## src/rtl/toast_mem_arbiter.sv

```systemverilog
// toast_mem_arbiter: arbitrates instruction fetch and data ports onto one memory bus.
// One transaction in flight at a time, with fetch starvation guard and response timeout.
module toast_mem_arbiter #(
    parameter int ADDR_WIDTH     = 32,
    parameter int DATA_WIDTH     = 32,
    parameter int TIMEOUT_CYCLES = 15,
    parameter int DM_BURST_MAX   = 2
) (
    input  logic                  clk_i,
    input  logic                  resetn_i,
    input  logic                  if_req_i,
    input  logic [ADDR_WIDTH-1:0] if_addr_i,
    output logic                  if_gnt_o,
    output logic                  if_rvalid_o,
    output logic [DATA_WIDTH-1:0] if_rdata_o,
    input  logic                  dm_req_i,
    input  logic                  dm_we_i,
    input  logic [3:0]            dm_be_i,
    input  logic [ADDR_WIDTH-1:0] dm_addr_i,
    input  logic [DATA_WIDTH-1:0] dm_wdata_i,
    output logic                  dm_gnt_o,
    output logic                  dm_rvalid_o,
    output logic [DATA_WIDTH-1:0] dm_rdata_o,
    output logic                  mem_req_o,
    output logic                  mem_we_o,
    output logic [3:0]            mem_be_o,
    output logic [ADDR_WIDTH-1:0] mem_addr_o,
    output logic [DATA_WIDTH-1:0] mem_wdata_o,
    input  logic                  mem_gnt_i,
    input  logic                  mem_rvalid_i,
    input  logic [DATA_WIDTH-1:0] mem_rdata_i,
    output logic                  stall_o,
    output logic                  bus_err_o
);
    localparam logic [1:0] IDLE    = 2'd0;
    localparam logic [1:0] WAIT_IF = 2'd1;
    localparam logic [1:0] WAIT_DM = 2'd2;
    localparam int TW = $clog2(TIMEOUT_CYCLES + 1);
    localparam int BW = $clog2(DM_BURST_MAX + 1);
    localparam logic [TW-1:0] TO_LAST = TW'(TIMEOUT_CYCLES - 1);
    localparam logic [BW-1:0] B_MAX   = BW'(DM_BURST_MAX);

    logic [1:0]    state_q, state_d;
    logic [TW-1:0] tcnt_q, tcnt_d;
    logic [BW-1:0] burst_q, burst_d;
    logic          idle, waiting, sel_dm, sel_if, timeout, resp;

    assign idle    = state_q == IDLE;
    // Any non-IDLE code counts as waiting so a corrupted state still times out back to IDLE.
    assign waiting = !idle;
    assign sel_dm  = dm_req_i && !(if_req_i && burst_q == B_MAX);
    assign sel_if  = if_req_i && !sel_dm;
    assign timeout = waiting && !mem_rvalid_i && tcnt_q == TO_LAST;
    assign resp    = waiting && (mem_rvalid_i || timeout);

    assign mem_req_o   = idle && (if_req_i || dm_req_i);
    assign mem_we_o    = idle && sel_dm && dm_we_i;
    assign mem_be_o    = (idle && sel_dm) ? dm_be_i : 4'b0000;
    assign mem_addr_o  = !idle ? '0 : sel_dm ? dm_addr_i : sel_if ? if_addr_i : '0;
    assign mem_wdata_o = (idle && sel_dm) ? dm_wdata_i : '0;

    assign if_gnt_o    = idle && sel_if && mem_gnt_i;
    assign dm_gnt_o    = idle && sel_dm && mem_gnt_i;
    assign if_rvalid_o = state_q == WAIT_IF && resp;
    assign dm_rvalid_o = state_q == WAIT_DM && resp;
    assign if_rdata_o  = (if_rvalid_o && mem_rvalid_i) ? mem_rdata_i : '0;
    assign dm_rdata_o  = (dm_rvalid_o && mem_rvalid_i) ? mem_rdata_i : '0;
    assign bus_err_o   = timeout;
    assign stall_o     = idle ? (if_req_i || dm_req_i) : !resp;

    always_comb begin
        state_d = state_q;
        tcnt_d  = tcnt_q;
        burst_d = burst_q;
        if (if_gnt_o) begin
            state_d = WAIT_IF;
            tcnt_d  = '0;
            burst_d = '0;
        end else if (dm_gnt_o) begin
            state_d = WAIT_DM;
            tcnt_d  = '0;
            burst_d = !if_req_i ? '0 : (burst_q == B_MAX) ? burst_q : burst_q + 1'b1;
        end else if (resp) begin
            state_d = IDLE;
        end else if (waiting) begin
            tcnt_d = tcnt_q + 1'b1;
        end
    end

    always_ff @(posedge clk_i or negedge resetn_i) begin
        if (!resetn_i) begin
            state_q <= IDLE;
            tcnt_q  <= '0;
            burst_q <= '0;
        end else begin
            state_q <= state_d;
            tcnt_q  <= tcnt_d;
            burst_q <= burst_d;
        end
    end
endmodule

```

## config.mk

```make
export PLATFORM = sky130hd
export DESIGN_NAME = toast_mem_arbiter
export DESIGN_NICKNAME = d
export VERILOG_FILES = /design/src/rtl/toast_mem_arbiter.sv
export SDC_FILE = /design/constraint.sdc
export NUM_CORES = 1
export LEC_CHECK = 0
export ABC_AREA = 1
export BUFFER_PORTS_ARGS = -buffer_cell sky130_fd_sc_hd__buf_2
export CORE_AREA = 2 2 108 110
export DETAILED_ROUTE_END_ITERATION = 8
export DIE_AREA = 0 0 110 112
export PLACE_DENSITY = 0.55
export SYNTH_ARGS = -nofsm -noshare
export SYNTH_HDL_FRONTEND = slang
export SYNTH_SLANG_ARGS = --single-unit
```

## constraint.sdc

```tcl
create_clock -name clk_i -period 1.3 [get_ports clk_i]
set_clock_uncertainty 0.05 [all_clocks]
set_input_delay 0.065 -clock clk_i [delete_from_list [all_inputs] [get_ports clk_i]]
set_output_delay 0.065 -clock clk_i [all_outputs]
set_load 0.1 [all_outputs]
```

; ---- Yosys cells after proc, flatten, opt, wreduce, memory -nomap -nowiden
; Cells that the tools add are included.
[word_totals]
in_bits = 139
regBits = 8
[classes]
n_eq_ne = 7
n_addsub = 2
mux = 19
reduce_logical = 28
[ops]
columns = operator, n
row1 = $mux W32, 6
row2 = $mux W4, 5
row3 = $logic_and A1 B1 Y1, 16
row4 = $mux W2, 7
row5 = $ne A3 B3 Y1 const B, 3
row6 = $logic_not A1 Y1, 5
row7 = $add A4 B1 Y4 const B, 1
row8 = $eq A2 B2 Y1 const B, 2
row9 = $eq A4 B4 Y1 const B, 1
row10 = $reduce_and A2 Y1, 2
row11 = $reduce_bool A3 Y1, 1
row12 = $add A2 B1 Y2 const B, 1
row13 = $eq A2 B1 Y1 const B, 1
row14 = $logic_not A2 Y1, 1
row15 = $logic_or A1 B1 Y1, 2
row16 = $reduce_bool A2 Y1, 1
row17 = $mux W1, 1

; ---- Logic depth before layout (Yosys ltp)
[depth]
depth_word = 10
ltp_mapped = 8
ltp_nobuf = 7

; ---- Least setup slack after synthesis
; No wires, ideal clock.
[synth_path]
path_type = reg-to-output
start = register burst_q[0]
end = output mem_addr_o[1]
t_arrival_ns = 3.057
path_slack_ns = -1.872
path_buffers = 1
t_required_ns = 1.185
stages_incl_launch_ff = 8
path_cell_list = dfrtp_1 inv_1 ha_1 nand2_1 nand2_2 nand2_1 buf_6 o21ai_0
[synth_between]
elab_chain_cells = 9
[synth_rtl]
columns = item, line_no
row1 = start: declaration, 45  ; logic [BW-1:0] burst_q, burst_d;
row2 = start signal: assignment, 98  ; burst_q <= burst_d;
row3 = $eq A2 B2 Y1 *, 51  ; assign sel_dm = dm_req_i && !(if_req_i && burst_q == B_MAX);
row4 = $logic_and A1 B1 Y1 *, 51
row5 = $logic_not A1 Y1 *, 51
row6 = $logic_and A1 B1 Y1 *, 51
row7 = $logic_not A1 Y1, 52  ; assign sel_if = if_req_i && !sel_dm;
row8 = $logic_and A1 B1 Y1, 52
row9 = $mux W32, 59  ; assign mem_addr_o = !idle ? '0 : sel_dm ? dm_addr_i : sel_if ? if_addr_i : '0;
row10 = $mux W32 * (2 in series), 59
row11 = end: declaration, 27  ; output logic [ADDR_WIDTH-1:0] mem_addr_o,
; Every way passes the cells marked *; elsewhere a longest branch is shown, timed or not.

; ---- Worst setup path in the final report
[layout_path]
start = register state_q[1]
end = output mem_wdata_o[2]
[layout_between]
elab_chain_cells = 3
[layout_rtl]
columns = item, line_no
row1 = start: declaration, 43  ; logic [1:0] state_q, state_d;
row2 = start signal: assignment, 96  ; state_q <= state_d;
row3 = $logic_not A2 Y1, 48  ; assign idle = state_q == IDLE;
row4 = $logic_and A1 B1 Y1, 60  ; assign mem_wdata_o = (idle && sel_dm) ? dm_wdata_i : '0;
row5 = $mux W32, 60
row6 = end: declaration, 28  ; output logic [DATA_WIDTH-1:0] mem_wdata_o,
; Every way passes these cells.

==> impl_metrics.tcl <==
set metrics [dict create \
    cp_top_family "buffers and inverters" \
    path_cells "nor2_4 -> buf_12 -> nand2_8 -> clkbuf_16 -> nor2_4 -> buf_12" \
    clock_latency_ps 240 \
    port_buffers 278 \
    synth-edff-count 0 \
    placementRows 39 \
    clock_sinks 8 \
    grt_overflow 0 \
    peakVddDrop_v 0.00141 \
    layout.nets 835 \
    timing.final.crit_share_pct 142 \
    vias 3587 \
    cp_num_buf_inv 3 \
    clkTransAtPathRegs_ps 40 \
    fin_cells 835 \
    layout-drive-gt1-share_pct 78.9 \
    detail_route.first_pass.iterations 4 \
    synth_top_area_share_pct 22.2 \
    routed_wl_um 13300 \
    grt_pass1_vias 3943 \
    grt_max_degree 45 \
    die-area_mm2 0.0123 \
    violations "negative setup slack" \
    powerDensity_mw_per_mm2 2180 \
    place_congestion 0.869 \
    status "complete, but fails checks" \
    cts_max_level 1 \
    ys_ff_latch 8 \
    syn_area_mm2 0.00176 \
    endpoint_kind "primary output" \
    avgSynthCellArea_um2 4.88 \
    cp.required_ps 1190 \
    place_inst 802 \
    syn_inst 360 \
    crit_type "reg -> out" \
    preCtsSetupSlack_ps -323 \
    setup_viol 148 \
    design.core.area_mm2 0.0112 \
    cp.arrival_ps 1730 \
    async_flop_share_pct 100 \
    remaining_drc_errors 0 \
    crit_fanout 22 \
    fin_ws_ps -544 \
    drv_cap 0 \
    yosys.cell_types.count 22 \
    synthMostInstantiatedCell "nor2_1" \
    numCtsBuffers 3 \
    grt_pass1_wl_um 20500 \
    hold_viol 0 \
    tightestPinTransition_ps 251 \
    antenna_found_initial 0 \
    die_h_um 112 \
    slew_violations 0 \
    hp-class "in -> async" \
    grtUsageTotal_pct 21.1 \
    cp-start-kind "register" \
    rsz0062_at_grt "true" \
    synthTopCellsByCount "104 x nor2_1, 84 x inv_1, 46 x nand3_1" \
    ys_seq_area_share_pct 11.4 \
    cts_buffer_depth 2 \
    synthTopCellsByArea "nor2_1 22%, inv_1 18%, nand3_1 13%" \
    synth_top_cell_by_area "nor2_1" \
    dpl_cell_area_mm2 0.00695 \
    synthToLayoutAreaGrowth_pct 347 \
    fin_area_mm2 0.00786 \
    grtUsageMet2_pct 41.3 \
    synth_nets 502 \
    leakage_nw 3.49 \
    ys.flop_type "dfrtp_1" \
    top_usage_layer "met2" \
    fp.dieW_um 110 \
    slew_headroom_pct 83.2 \
    cpPeakStageDelay_ps 410 \
    viasPerCell 4.30 \
    max_freq_mhz 542 \
    start_util_pct 15.7 \
    crit_slowest_cell "dfrtp_1" \
    drt_iter0_drc 98 \
    met3_usage_pct 4.45 \
    detail-route-antenna-nets 0 \
    yosys_warnings 0 \
    routedWlPerCell_um 15.9 \
    use_met1_pct 22.3 \
    fillers 767 \
    dp_hpwl_um 10600 \
    pin_count 279 \
    clockRootBuffer "clkbuf_16" \
    finalCriticalPeriod_ps 1840 \
    cts_tree "done" \
]
==> cell families after synthesis <==
logic type / after synthesis / synth area share [%]
and+or+nand+nor: 201 / 48.3
AOI/OAI and AO/OA: 39 / 11.2
buffers and inverters: 107 / 25.9
xor gates and xnor gates: 2 / 0.997
DFF: 8 / 11.4
adders and majority gates: 3 / 2.14
==> sequential cells by signal, summed over array words and instances, names as in the netlist <==
signal / cells
burst_q: 2
state_q: 2
tcnt_q: 4
==> power breakdown <==
group	total [W]	leakage (nW)	switching, W	internal [W]
sequential	0.000439	0.106	0.0000915	0.000348
combinational	0.0161	3.34	0.0102	0.00591
clock	0.000531	0.0370	0.000133	0.000398
==> through the flow <==
step | hold slack [ps] | util [%] | setup TNS (ps) | total power, W
after floorplan | -281 | - | -45260 | 0.0101
after global placement | -140 | 62.2 | -22040 | 0.0149
after detailed placement | -133 | 62.2 | -26440 | 0.0151
after CTS | 173 | 68.7 | -64190 | 0.0167
after global routing | 203 | 70.3 | -73160 | 0.0177
final | 160 | 70.3 | -64290 | 0.0171
==> layer usage <==
metal / up-vias / share of wire, %
met5: - / 0
met4: 0 / 2.5
met3: 26 / 5.4
met2: 125 / 59
met1: 1688 / 33
li1: 1748 / -
==> repair_timing <==
item / CTS / global route
resized for setup: 68 / 38
endpoints found under the setup margin: 148 / 148
hold endpoints to repair: 8 / 0
cloned: 7 / 2
buffers inserted: 18 / 6
pin swaps: 16 / 16
hold buffers: 1 / 0
==> layout make-up <==
class	count	area [µm²]	area share, %
Antenna cell	1	2.50	0.0319
Sequential cell	8	200	2.55
Timing Repair Buffer	350	4510	57.4
Tap cell	143	179	2.28
Multi-Input combinational cell	245	2540	32.3
Clock buffer	3	75.1	0.956
Inverter	85	349	4.44
==> final timing paths <==
kind	cells after the start	slack (ps)	from	to
worst max-delay path	6	-540	state_q[1]	mem_wdata_o[2]
worst min-delay path	2	160	resetn_i	burst_q[0]
worst max register to register	10	-150	burst_q[0]	burst_q[1]
worst min register to register	2	470	burst_q[0]	burst_q[0]
max in group asynchronous	2	870	resetn_i	tcnt_q[1]
min in group clk_i	5	230	mem_gnt_i	burst_q[0]
==> cells in the final DEF, fill, tap and decap left out <==
| cell type | instances |
|---|---|
| clkinvlp_4 | 4 |
| buf_2 | 138 |
| ha_1 | 1 |
| ha_4 | 1 |
| nand2_8 | 4 |
| o21bai_1 | 1 |
| nand3_4 | 4 |
| nor3_4 | 1 |
| xor2_1 | 1 |
| nand3_2 | 29 |
| o21ai_1 | 3 |
| nand2_2 | 3 |
| nand2_4 | 2 |
| buf_6 | 26 |
| a21oi_4 | 1 |
| buf_12 | 153 |
| o21ai_2 | 2 |
| diode_2 | 1 |
| nand4_1 | 2 |
| buf_8 | 5 |
| nand3_1 | 14 |
| nand2_1 | 37 |
| inv_1 | 76 |
| nor2_4 | 104 |
| dfrtp_1 | 8 |
| ha_2 | 1 |
| buf_4 | 18 |
| inv_2 | 2 |
| nor2_1 | 1 |
| dlygate4sd3_1 | 1 |
| inv_6 | 3 |
| o21ai_4 | 32 |
| buf_16 | 7 |
| xnor2_1 | 1 |
| clkbuf_16 | 5 |
No activity file was read; power rests on OpenSTA's default activity.
